[src/rtl/rf_wb_arbiter.sv]
// -----------------------------------------------------------------------------
// rf_wb_arbiter
//
// Write-back front end for the 32x32 RISC-V register file. Two result
// producers (src0 = ALU, src1 = LSU) hand results over through valid/ready
// handshakes. A round-robin arbiter accepts at most one per cycle into an
// in-order FIFO. The FIFO head drives the register file's single write port.
// A per-register pending mask lets decode see results that are queued but not
// yet written.
//
// Parameters:
//   DEPTH            FIFO entries (power of two, >= 2)
//
// Ports:
//   clk_i            clock, rising edge
//   rst_i            synchronous active-high reset
//   src0_valid_i     ALU result valid
//   src0_ready_o     ALU result accepted this cycle
//   src0_addr_i      ALU destination register
//   src0_data_i      ALU result
//   src1_valid_i     LSU result valid
//   src1_ready_o     LSU result accepted this cycle
//   src1_addr_i      LSU destination register
//   src1_data_i      LSU load data
//   stall_i          hold the write port; head is not popped
//   write_enable_o   register file write enable
//   write_addr_o     register file write address (FIFO head)
//   write_data_o     register file write data (FIFO head)
//   pending_o        bit k set while a queued entry targets x_k (bit 0 always 0)
//   empty_o          FIFO empty
//
// Optional feature, enabled by defining RF_WB_BYPASS_EN:
//   fwd_addr1_i/fwd_addr2_i   lookup addresses
//   fwd_hit1_o/fwd_hit2_o     a queued entry targets the lookup address
//   fwd_data1_o/fwd_data2_o   data of the youngest matching entry, 0 on miss
// -----------------------------------------------------------------------------
module rf_wb_arbiter #(
    parameter int unsigned DEPTH = 4
) (
    input  logic        clk_i,
    input  logic        rst_i,

    input  logic        src0_valid_i,
    output logic        src0_ready_o,
    input  logic [4:0]  src0_addr_i,
    input  logic [31:0] src0_data_i,

    input  logic        src1_valid_i,
    output logic        src1_ready_o,
    input  logic [4:0]  src1_addr_i,
    input  logic [31:0] src1_data_i,

    input  logic        stall_i,

`ifdef RF_WB_BYPASS_EN
    input  logic [4:0]  fwd_addr1_i,
    input  logic [4:0]  fwd_addr2_i,
    output logic        fwd_hit1_o,
    output logic        fwd_hit2_o,
    output logic [31:0] fwd_data1_o,
    output logic [31:0] fwd_data2_o,
`endif

    output logic        write_enable_o,
    output logic [4:0]  write_addr_o,
    output logic [31:0] write_data_o,
    output logic [31:0] pending_o,
    output logic        empty_o
);

    localparam int unsigned PtrW = (DEPTH > 1) ? $clog2(DEPTH) : 1;
    localparam int unsigned CntW = PtrW + 1;
    localparam logic [CntW-1:0] FullCnt = CntW'(DEPTH);

    // -------------------------------------------------------------------------
    // State
    // -------------------------------------------------------------------------
    logic [4:0]      addr_mem_q [DEPTH];
    logic [31:0]     data_mem_q [DEPTH];
    logic [PtrW-1:0] wr_ptr_q, wr_ptr_d;
    logic [PtrW-1:0] rd_ptr_q, rd_ptr_d;
    logic [CntW-1:0] count_q, count_d;
    logic            rr_q, rr_d;

    // -------------------------------------------------------------------------
    // Status, arbitration and handshake
    // -------------------------------------------------------------------------
    logic        full;
    logic        empty;
    logic        grant0;
    logic        grant1;
    logic        push;
    logic        pop;
    logic [4:0]  push_addr;
    logic [31:0] push_data;

    assign full  = (count_q == FullCnt);
    assign empty = (count_q == '0);

    // Readies look only at the other source's valid, never their own, so a
    // source may legally wait for ready before raising valid.
    assign src0_ready_o = !full && !rst_i && (!src1_valid_i || (rr_q == 1'b0));
    assign src1_ready_o = !full && !rst_i && (!src0_valid_i || (rr_q == 1'b1));

    assign grant0 = src0_valid_i && src0_ready_o;
    assign grant1 = src1_valid_i && src1_ready_o;

    // The two grants are mutually exclusive by construction.
    assign push_addr = grant1 ? src1_addr_i : src0_addr_i;
    assign push_data = grant1 ? src1_data_i : src0_data_i;

    // Writes to x0 are accepted and silently dropped.
    assign push = (grant0 || grant1) && (push_addr != 5'd0);

    // Reset also blocks the pop so a queued entry cannot reach the register
    // file on the same edge that discards it.
    assign pop = !empty && !stall_i && !rst_i;

    // -------------------------------------------------------------------------
    // Next-state logic
    // -------------------------------------------------------------------------
    always_comb begin
        wr_ptr_d = wr_ptr_q;
        rd_ptr_d = rd_ptr_q;
        count_d  = count_q;
        rr_d     = rr_q;

        if (push) begin
            wr_ptr_d = wr_ptr_q + PtrW'(1);
        end
        if (pop) begin
            rd_ptr_d = rd_ptr_q + PtrW'(1);
        end

        unique case ({push, pop})
            2'b10:   count_d = count_q + CntW'(1);
            2'b01:   count_d = count_q - CntW'(1);
            default: count_d = count_q;
        endcase

        // Only a contested grant moves the pointer; it then favours the loser.
        if (src0_valid_i && src1_valid_i && (grant0 || grant1)) begin
            rr_d = grant0;
        end
    end

    always_ff @(posedge clk_i) begin
        if (rst_i) begin
            wr_ptr_q <= '0;
            rd_ptr_q <= '0;
            count_q  <= '0;
            rr_q     <= 1'b0;
        end else begin
            wr_ptr_q <= wr_ptr_d;
            rd_ptr_q <= rd_ptr_d;
            count_q  <= count_d;
            rr_q     <= rr_d;
        end
    end

    // Storage needs no reset: an entry is only observed while count covers it.
    always_ff @(posedge clk_i) begin
        if (push) begin
            addr_mem_q[wr_ptr_q] <= push_addr;
            data_mem_q[wr_ptr_q] <= push_data;
        end
    end

    // -------------------------------------------------------------------------
    // Entry occupancy in age order
    // -------------------------------------------------------------------------
    // age_idx[k] is the physical slot of the k-th oldest entry.
    logic [PtrW-1:0] age_idx     [DEPTH];
    logic [DEPTH-1:0] entry_valid;

    always_comb begin
        entry_valid = '0;
        for (int unsigned k = 0; k < DEPTH; k++) begin
            age_idx[k] = rd_ptr_q + PtrW'(k);
            if (CntW'(k) < count_q) begin
                entry_valid[age_idx[k]] = 1'b1;
            end
        end
    end

    // -------------------------------------------------------------------------
    // Outputs
    // -------------------------------------------------------------------------
    assign write_enable_o = pop;
    assign write_addr_o   = addr_mem_q[rd_ptr_q];
    assign write_data_o   = data_mem_q[rd_ptr_q];
    assign empty_o        = empty || rst_i;

    always_comb begin
        pending_o = '0;
        if (!rst_i) begin
            for (int unsigned i = 0; i < DEPTH; i++) begin
                if (entry_valid[i]) begin
                    pending_o[addr_mem_q[i]] = 1'b1;
                end
            end
        end
        pending_o[0] = 1'b0;
    end

`ifdef RF_WB_BYPASS_EN
    // Walk oldest to youngest so the last match seen is the youngest value.
    always_comb begin
        fwd_hit1_o  = 1'b0;
        fwd_hit2_o  = 1'b0;
        fwd_data1_o = '0;
        fwd_data2_o = '0;
        if (!rst_i) begin
            for (int unsigned k = 0; k < DEPTH; k++) begin
                if (entry_valid[age_idx[k]] && (fwd_addr1_i != 5'd0) &&
                    (addr_mem_q[age_idx[k]] == fwd_addr1_i)) begin
                    fwd_hit1_o  = 1'b1;
                    fwd_data1_o = data_mem_q[age_idx[k]];
                end
                if (entry_valid[age_idx[k]] && (fwd_addr2_i != 5'd0) &&
                    (addr_mem_q[age_idx[k]] == fwd_addr2_i)) begin
                    fwd_hit2_o  = 1'b1;
                    fwd_data2_o = data_mem_q[age_idx[k]];
                end
            end
        end
    end
`endif

endmodule

[config.mk]
export PLATFORM = sky130hd
export DESIGN_NAME = rf_wb_arbiter
export DESIGN_NICKNAME = d
export VERILOG_FILES = /design/src/rtl/rf_wb_arbiter.sv
export SDC_FILE = /design/constraint.sdc
export NUM_CORES = 1
export LEC_CHECK = 0
export ABC_CLOCK_PERIOD_IN_PS = 2900
export BUFFER_PORTS_ARGS = -buffer_cell sky130_fd_sc_hd__buf_2
export CORE_ASPECT_RATIO = 0.6
export CORE_MARGIN = 5
export CORE_UTILIZATION = 35
export CTS_BUF_LIST = sky130_fd_sc_hd__clkbuf_16
export CTS_CLUSTER_SIZE = 14
export DETAILED_ROUTE_END_ITERATION = 10
export SYNTH_ARGS = -nofsm -noshare
export SYNTH_HDL_FRONTEND = slang
export SYNTH_SLANG_ARGS = --single-unit
[constraint.sdc]
create_clock -name clk_i -period 2.9 [get_ports clk_i]
set_clock_uncertainty 0.05 [all_clocks]
set_input_delay 0.435 -clock clk_i [delete_from_list [all_inputs] [get_ports clk_i]]
set_output_delay 0.435 -clock clk_i [all_outputs]
set_load 0.005 [all_outputs]
==> results of run 1 <==
kinds of logic (layout without fill, tap and decap cells):
logic type | count (synthesis) | count (layout) | share of synthesized area, %
AOI/OAI and AO/OA | 58 | 58 | 7.33
other | 1 | 1 | 0.0459
DFF | 158 | 158 | 56.9
xor gates and xnor gates | 4 | 4 | 0.429
buffers and inverters | 62 | 225 | 3.79
and+or+nand+nor | 203 | 203 | 13.1
adders and majority gates | 17 | 17 | 2.61
muxes | 78 | 78 | 15.8
registers in the layout (all words and copies together), names as in the netlist, named ones only:
name,flops
addr_mem_q,20
count_q,3
data_mem_q,128
rd_ptr_q,2
rr_q,1
wr_ptr_q,2
metrics by stage:
stage               cell area [um^2]  TNS, ps  setup slack (ps)  cells  total power, mW
CTS                             9880        0              8.50   1054             6.07
global route                   10000    -81.7             -28.2   1059             6.37
floorplan                       8160        0               205    581             3.58
detailed placement              9270        0               309   1022             4.03
global placement                9270        0               331   1022             4.02
finish                         10000        0              21.4   1059             6.10
timing repair:
action	in CTS	in global routing
hold buffers	0	0
resized for setup	17	20
setup buffers	0	3
pin swaps	2	6
endpoints found under the hold margin	0	0
cloned	0	2
setup endpoints to repair	31	30
routing by layer:
layer	track usage [%]	part of all wire, %
met1	23.0	45
met2	22.9	43
met3	5.87	11
met4	3.30	0.92
met5	0	0
worst paths after layout:
check                               startpoint                end
worst min register to register      count_q[1]         count_q[1]
worst min-delay path            src0_data_i[5]   data_mem_q[0][5]
worst max-delay path               rd_ptr_q[0]      pending_o[16]
worst max register to register      count_q[1]  data_mem_q[2][17]
critical path: cells and delay by family, from the launching register on:
kind | cells | cell delay [ps]
fa+ha+maj | 1 | 260
compound gates | 3 | 760
buf+inv | 3 | 450
flops | 1 | 420
simple gates | 1 | 80
cells in the final DEF (no fill, tap or decap), drive strengths merged:
cell	instances
buf	182
nand3	125
nor2	18
xor2	2
mux4	37
xnor2	2
a21o	1
ha	17
edfxtp	148
clkinvlp	3
nand2b	1
and3b	5
conb	1
nor3	8
o21ba	1
clkbuf	18
a211oi	9
inv	17
clkinv	5
o21ai	5
nor3b	12
or3	1
and2	8
nand2	11
mux2	39
or4	2
a21oi	4
mux2i	2
a41oi	31
nor2b	8
o31ai	5
o221ai	1
and3	4
dfxtp	10
o211ai	1
power by group through the flow:
stage / clock, mW / sequential [mW] / combinational [mW]
2_1_floorplan: 0 / 2.70 / 0.873
3_3_place_gp: 0 / 2.75 / 1.27
3_5_place_dp: 0 / 2.76 / 1.27
4_1_cts: 2.06 / 2.71 / 1.30
5_1_grt: 2.17 / 2.73 / 1.48
6_report: 2.02 / 2.71 / 1.37
layout make-up:
class,count,share of cell area [%]
clock buffer,17,4.25
multi-input combinational,361,33.3
inverter,10,0.400
clock inverter,15,1.08
tap,315,3.94
timing repair buffer,183,10.5
sequential,158,46.5
==> results.sh, run 1 <==
export IMPL_htreeDepth=4
export IMPL_avgViaCountPerCell=5.44
export IMPL_avgSynthCellArea_um2=14.0
export IMPL_grt_pass1_vias=5563
export IMPL_yosysMostFrequentCell="edfxtp_1"
export IMPL_async_reset_ff_share_pct=0
export IMPL_cts_buffers=17
export IMPL_drive_gt1_share_pct=40.9
export IMPL_ff_latch_area_um2=4650
export IMPL_gp_congestion=0.912
export IMPL_p_int_mw=4.36
export IMPL_areaGrowthSynthToFinish_pct=22.6
export IMPL_grt_pass1_wl_mm=32.9
export IMPL_nets=827
export IMPL_fill_cells=2145
export IMPL_min_path_type="in2reg"
export IMPL_antenna_found_initial=0
export IMPL_critical_path_class="reg2out"
export IMPL_run_status="complete, no violations"
export IMPL_insertion_delay_ps=410
export IMPL_clkTransAtPathRegs_ps=60
export IMPL_yosys_top_cells_count="edfxtp_1, nand3_1, mux4_2"
export IMPL_path_cells="ha_2, a211oi_1, o31ai_4, buf_6, buf_12, nand3_1, a41oi_2, buf_2"
export IMPL_p_sw_share_pct=28.5
export IMPL_synth_cell_types=46
export IMPL_cpPeakStageDelay_ps=420
export IMPL_ios=152
export IMPL_grt_max_degree=41
export IMPL_worstSetupStartpointType="flop"
export IMPL_min_period_ps=2880
export IMPL_seqPwrFrac_pct=44.5
export IMPL_whs_ps=331
export IMPL_multi_input_area_um2=3330
export IMPL_fmax_mhz=347
export IMPL_p_leak_nw=3.35
export IMPL_syn_inst=581
export IMPL_drt_pass1_iterations=5
export IMPL_synth_edff_count=148
export IMPL_yosysWarnings=0
export IMPL_fin_util_pct=43.4
export IMPL_synth_fp_nets=677
export IMPL_hpwl_mm=14.8
export IMPL_power_density_nw_per_um2=610
export IMPL_slew_viol_final=0
export IMPL_end_kind="output port"
export IMPL_via_count=5764
export IMPL_synth_top_cell_area_share_pct=54.5
export IMPL_synth_area_um2=8160
export IMPL_synth_main_ff_cell="edfxtp_1"
export IMPL_io_buffers=150
export IMPL_ys_ff_latch=158
export IMPL_gr_usage_all_layers_pct=15.9
export IMPL_clk_path_buf_depth=2
export IMPL_synth_area_leaders="edfxtp_1, mux4_2, nand3_1"
export IMPL_drc=0
export IMPL_clockPowerShare_pct=33.1
export IMPL_required_ps=2410
export IMPL_pwr_share_comb_pct=22.5
export IMPL_ant_nets=0
export IMPL_avgRoutedWirePerCell_um=20.7
export IMPL_diodes=0
export IMPL_cts_sinks=158
export IMPL_maxCapViolations=0
export IMPL_wirelength_mm=21.9
export IMPL_cts_tree="done"
export IMPL_yosys_area_top_type="edfxtp_1"
export IMPL_seq_area_frac_synth_pct=56.9
export IMPL_cp_slowest_cell="dfxtp_4"
export IMPL_rsz0062_at_grt="true"
export IMPL_die_h_um=128
export IMPL_worstMarginPinSlew_ps=1030
export IMPL_path_max_fanout=8
export IMPL_grt_overflow=0
export IMPL_r2r_cells=7
export IMPL_floorplan_die_width_um=207
export IMPL_p_switching_mw=1.74
export IMPL_slew_headroom_pct=31.4
export IMPL_die_area_um2=26600
export IMPL_core_area_um2=23000
export IMPL_hold_path_depth=2
export IMPL_initial_core_util_pct=35.4
export IMPL_reg2reg_slack_ps=490
export IMPL_row_count=43
export IMPL_critical_path_arrival_ps=2390
export IMPL_hold_viol=0
export IMPL_finalSetupViolCount=0
export IMPL_drt_iter0_drc=574
export IMPL_peakVddDrop_mv=0.371
export IMPL_min_period_over_period_pct=99.3
export IMPL_clock_root_buffer="clkbuf_16"
Note: power is estimated with default switching activity, not from simulation.
==> inputs of run 2 (changes only) <==
- GPL_TIMING_DRIVEN: not set -> 0
==> run 2 against run 1 <==
Die area did not move; first-iteration DRC count increased by 7.7%; critical path depth fell by 3; routed wire length increased by 7.9%; combinational power is 22% higher; hold slack worse by 44 ps; highest routed layer unchanged; sequential share of layout area shrank 2.3 points; critical path type unchanged; via count grew 7.3%; utilization is 2.3 points higher; flip-flop and latch count unchanged.
==> results.sh, run 2 (same netlist as run 1, synthesis figures left out) <==
export IMPL_insertion_delay_ps=420
export IMPL_via_count=6183
export IMPL_avgRoutedWirePerCell_um=21.4
export IMPL_end_kind="output port"
export IMPL_nets=872
export IMPL_cp_slowest_cell="nor3b_2"
export IMPL_most_common_layout_cells="buf_2, edfxtp_1, nand3_1"
export IMPL_clk_path_buf_depth=2
export IMPL_min_period_ps=2840
export IMPL_die_area_um2=26600
export IMPL_htreeDepth=4
export IMPL_areaGrowthSynthToFinish_pct=29.1
export IMPL_io_buffers=150
export IMPL_initial_core_util_pct=35.4
export IMPL_row_count=43
export IMPL_grt_overflow=0
export IMPL_cpLargestDelayFamily="simple AND/OR/NAND/NOR gates"
export IMPL_fill_cells=2134
export IMPL_diodes=0
export IMPL_clock_root_buffer="clkbuf_16"
export IMPL_min_path_type="in2reg"
export IMPL_largest_reg_flops=128
export IMPL_cts_tree="done"
export IMPL_reg_top3="data_mem_q x128, addr_mem_q x20, count_q x3"
export IMPL_ff_latch_area_um2=4650
export IMPL_rsz0062_at_grt="true"
export IMPL_required_ps=2410
export IMPL_hpwl_mm=16.2
export IMPL_multi_input_area_um2=3490
export IMPL_power_density_nw_per_um2=621
export IMPL_hold_viol=0
export IMPL_path_cells="clkbuf_1, nor3b_2, nand3_1, a41oi_2, buf_2"
export IMPL_layout_commonest_cell="buf_2"
export IMPL_fin_area_um2=10500
export IMPL_ant_nets=0
export IMPL_clkTransAtPathRegs_ps=60
export IMPL_largest_register="data_mem_q"
export IMPL_path_max_fanout=9
export IMPL_floorplan_die_width_um=207
export IMPL_drt_pass1_iterations=5
export IMPL_drc=0
export IMPL_grt_max_degree=23
export IMPL_worstMarginPinSlew_ps=890
export IMPL_slew_viol_final=0
export IMPL_grt_pass1_vias=6023
export IMPL_fin_tns_setup_ps=0
export IMPL_die_h_um=128
export IMPL_worstSetupStartpointType="flop"
export IMPL_dpl_cell_area_um2=9410
export IMPL_run_status="complete, no violations"
export IMPL_cts_hold_fix_buffers=0
export IMPL_core_area_um2=23000
export IMPL_gp_congestion=0.987
export IMPL_wirelength_mm=23.6
export IMPL_grt_pass1_wl_mm=35.1
export IMPL_cts_buffers=17
export IMPL_finalSetupViolCount=0
export IMPL_antenna_found_initial=0
export IMPL_critical_path_class="reg2out"
export IMPL_fmax_mhz=352
export IMPL_peakVddDrop_mv=0.462
export IMPL_ios=152
export IMPL_drt_iter0_drc=618
export IMPL_drive_gt1_share_pct=43.7
export IMPL_slew_headroom_pct=40.5
export IMPL_critPathBufInv=2
export IMPL_critical_path_arrival_ps=2360
export IMPL_cpPeakStageDelay_ps=530
export IMPL_avgViaCountPerCell=5.60
export IMPL_cts_sinks=158
export IMPL_maxCapViolations=0
export IMPL_min_period_over_period_pct=98.0
export IMPL_gr_usage_all_layers_pct=17.1
export IMPL_p_leak_nw=3.57
run 2: final timing paths:
kind                                  startpoint                to  slack, ps  cells past startpoint
worst min register to register       wr_ptr_q[1]       wr_ptr_q[1]        510                      2
worst max register to register        count_q[0]  addr_mem_q[3][4]        100                      8
worst min-delay path                     stall_i       rd_ptr_q[1]        290                      4
worst max-delay path            addr_mem_q[0][4]     pending_o[17]         60                      5
run 2: per-stage QoR:
| stage | util, % | hold WS (ps) | power [mW] | setup WS, ps | instances |
|---|---|---|---|---|---|
| final | 45.8 | 287 | 6.54 | 58.0 | 1104 |
| after global routing | 45.8 | 319 | 6.82 | -134 | 1104 |
| after CTS | 44.4 | 280 | 6.39 | 3.08 | 1091 |
| after detailed placement | 40.9 | 505 | 4.08 | 47.9 | 1050 |
| after global placement | 40.4 | 499 | 4.07 | -832 | 1046 |
| after floorplan | - | 464 | 3.58 | 205 | 581 |
run 2: routing by layer:
metal	part of all wire (%)	GRT usage, %	wire [um]	up-vias
met2	42	24.5	9930	370
met5	0	0	0	-
met4	1.7	3.38	402	0
met3	12	7.51	2920	57
li1	-	-	-	2715
met1	44	24.3	10400	3041
run 2: repair_timing:
| action | CTS | global route |
|---|---|---|
| endpoints found under the setup margin | 31 | 110 |
| pin swaps | 9 | 16 |
| gates resized for setup | 33 | 42 |
| setup buffers | 7 | 11 |
| cloned | 2 | 2 |
run 2: cell type report:
class / instances / area share [%]
Timing Repair Buffer: 176 / 9.94
Inverter: 10 / 0.427
Multi-Input combinational cell: 361 / 33.1
Clock buffer: 17 / 4.04
Sequential cell: 158 / 44.2
Buffer: 52 / 3.08
Tap cell: 315 / 3.74
Clock inverter: 15 / 1.51
run 2: power breakdown:
group	switching [mW]	internal, mW
registers	0.0503	2.63
clock network	0.912	1.28
logic	0.894	0.781
run 2: tightest hold or removal path, delay by kind of cell:
kind	cells	cell delay, ps
AO/OA/AOI/OAI	1	60
buffers and inverters	1	80
AND/OR/NAND/NOR	2	120
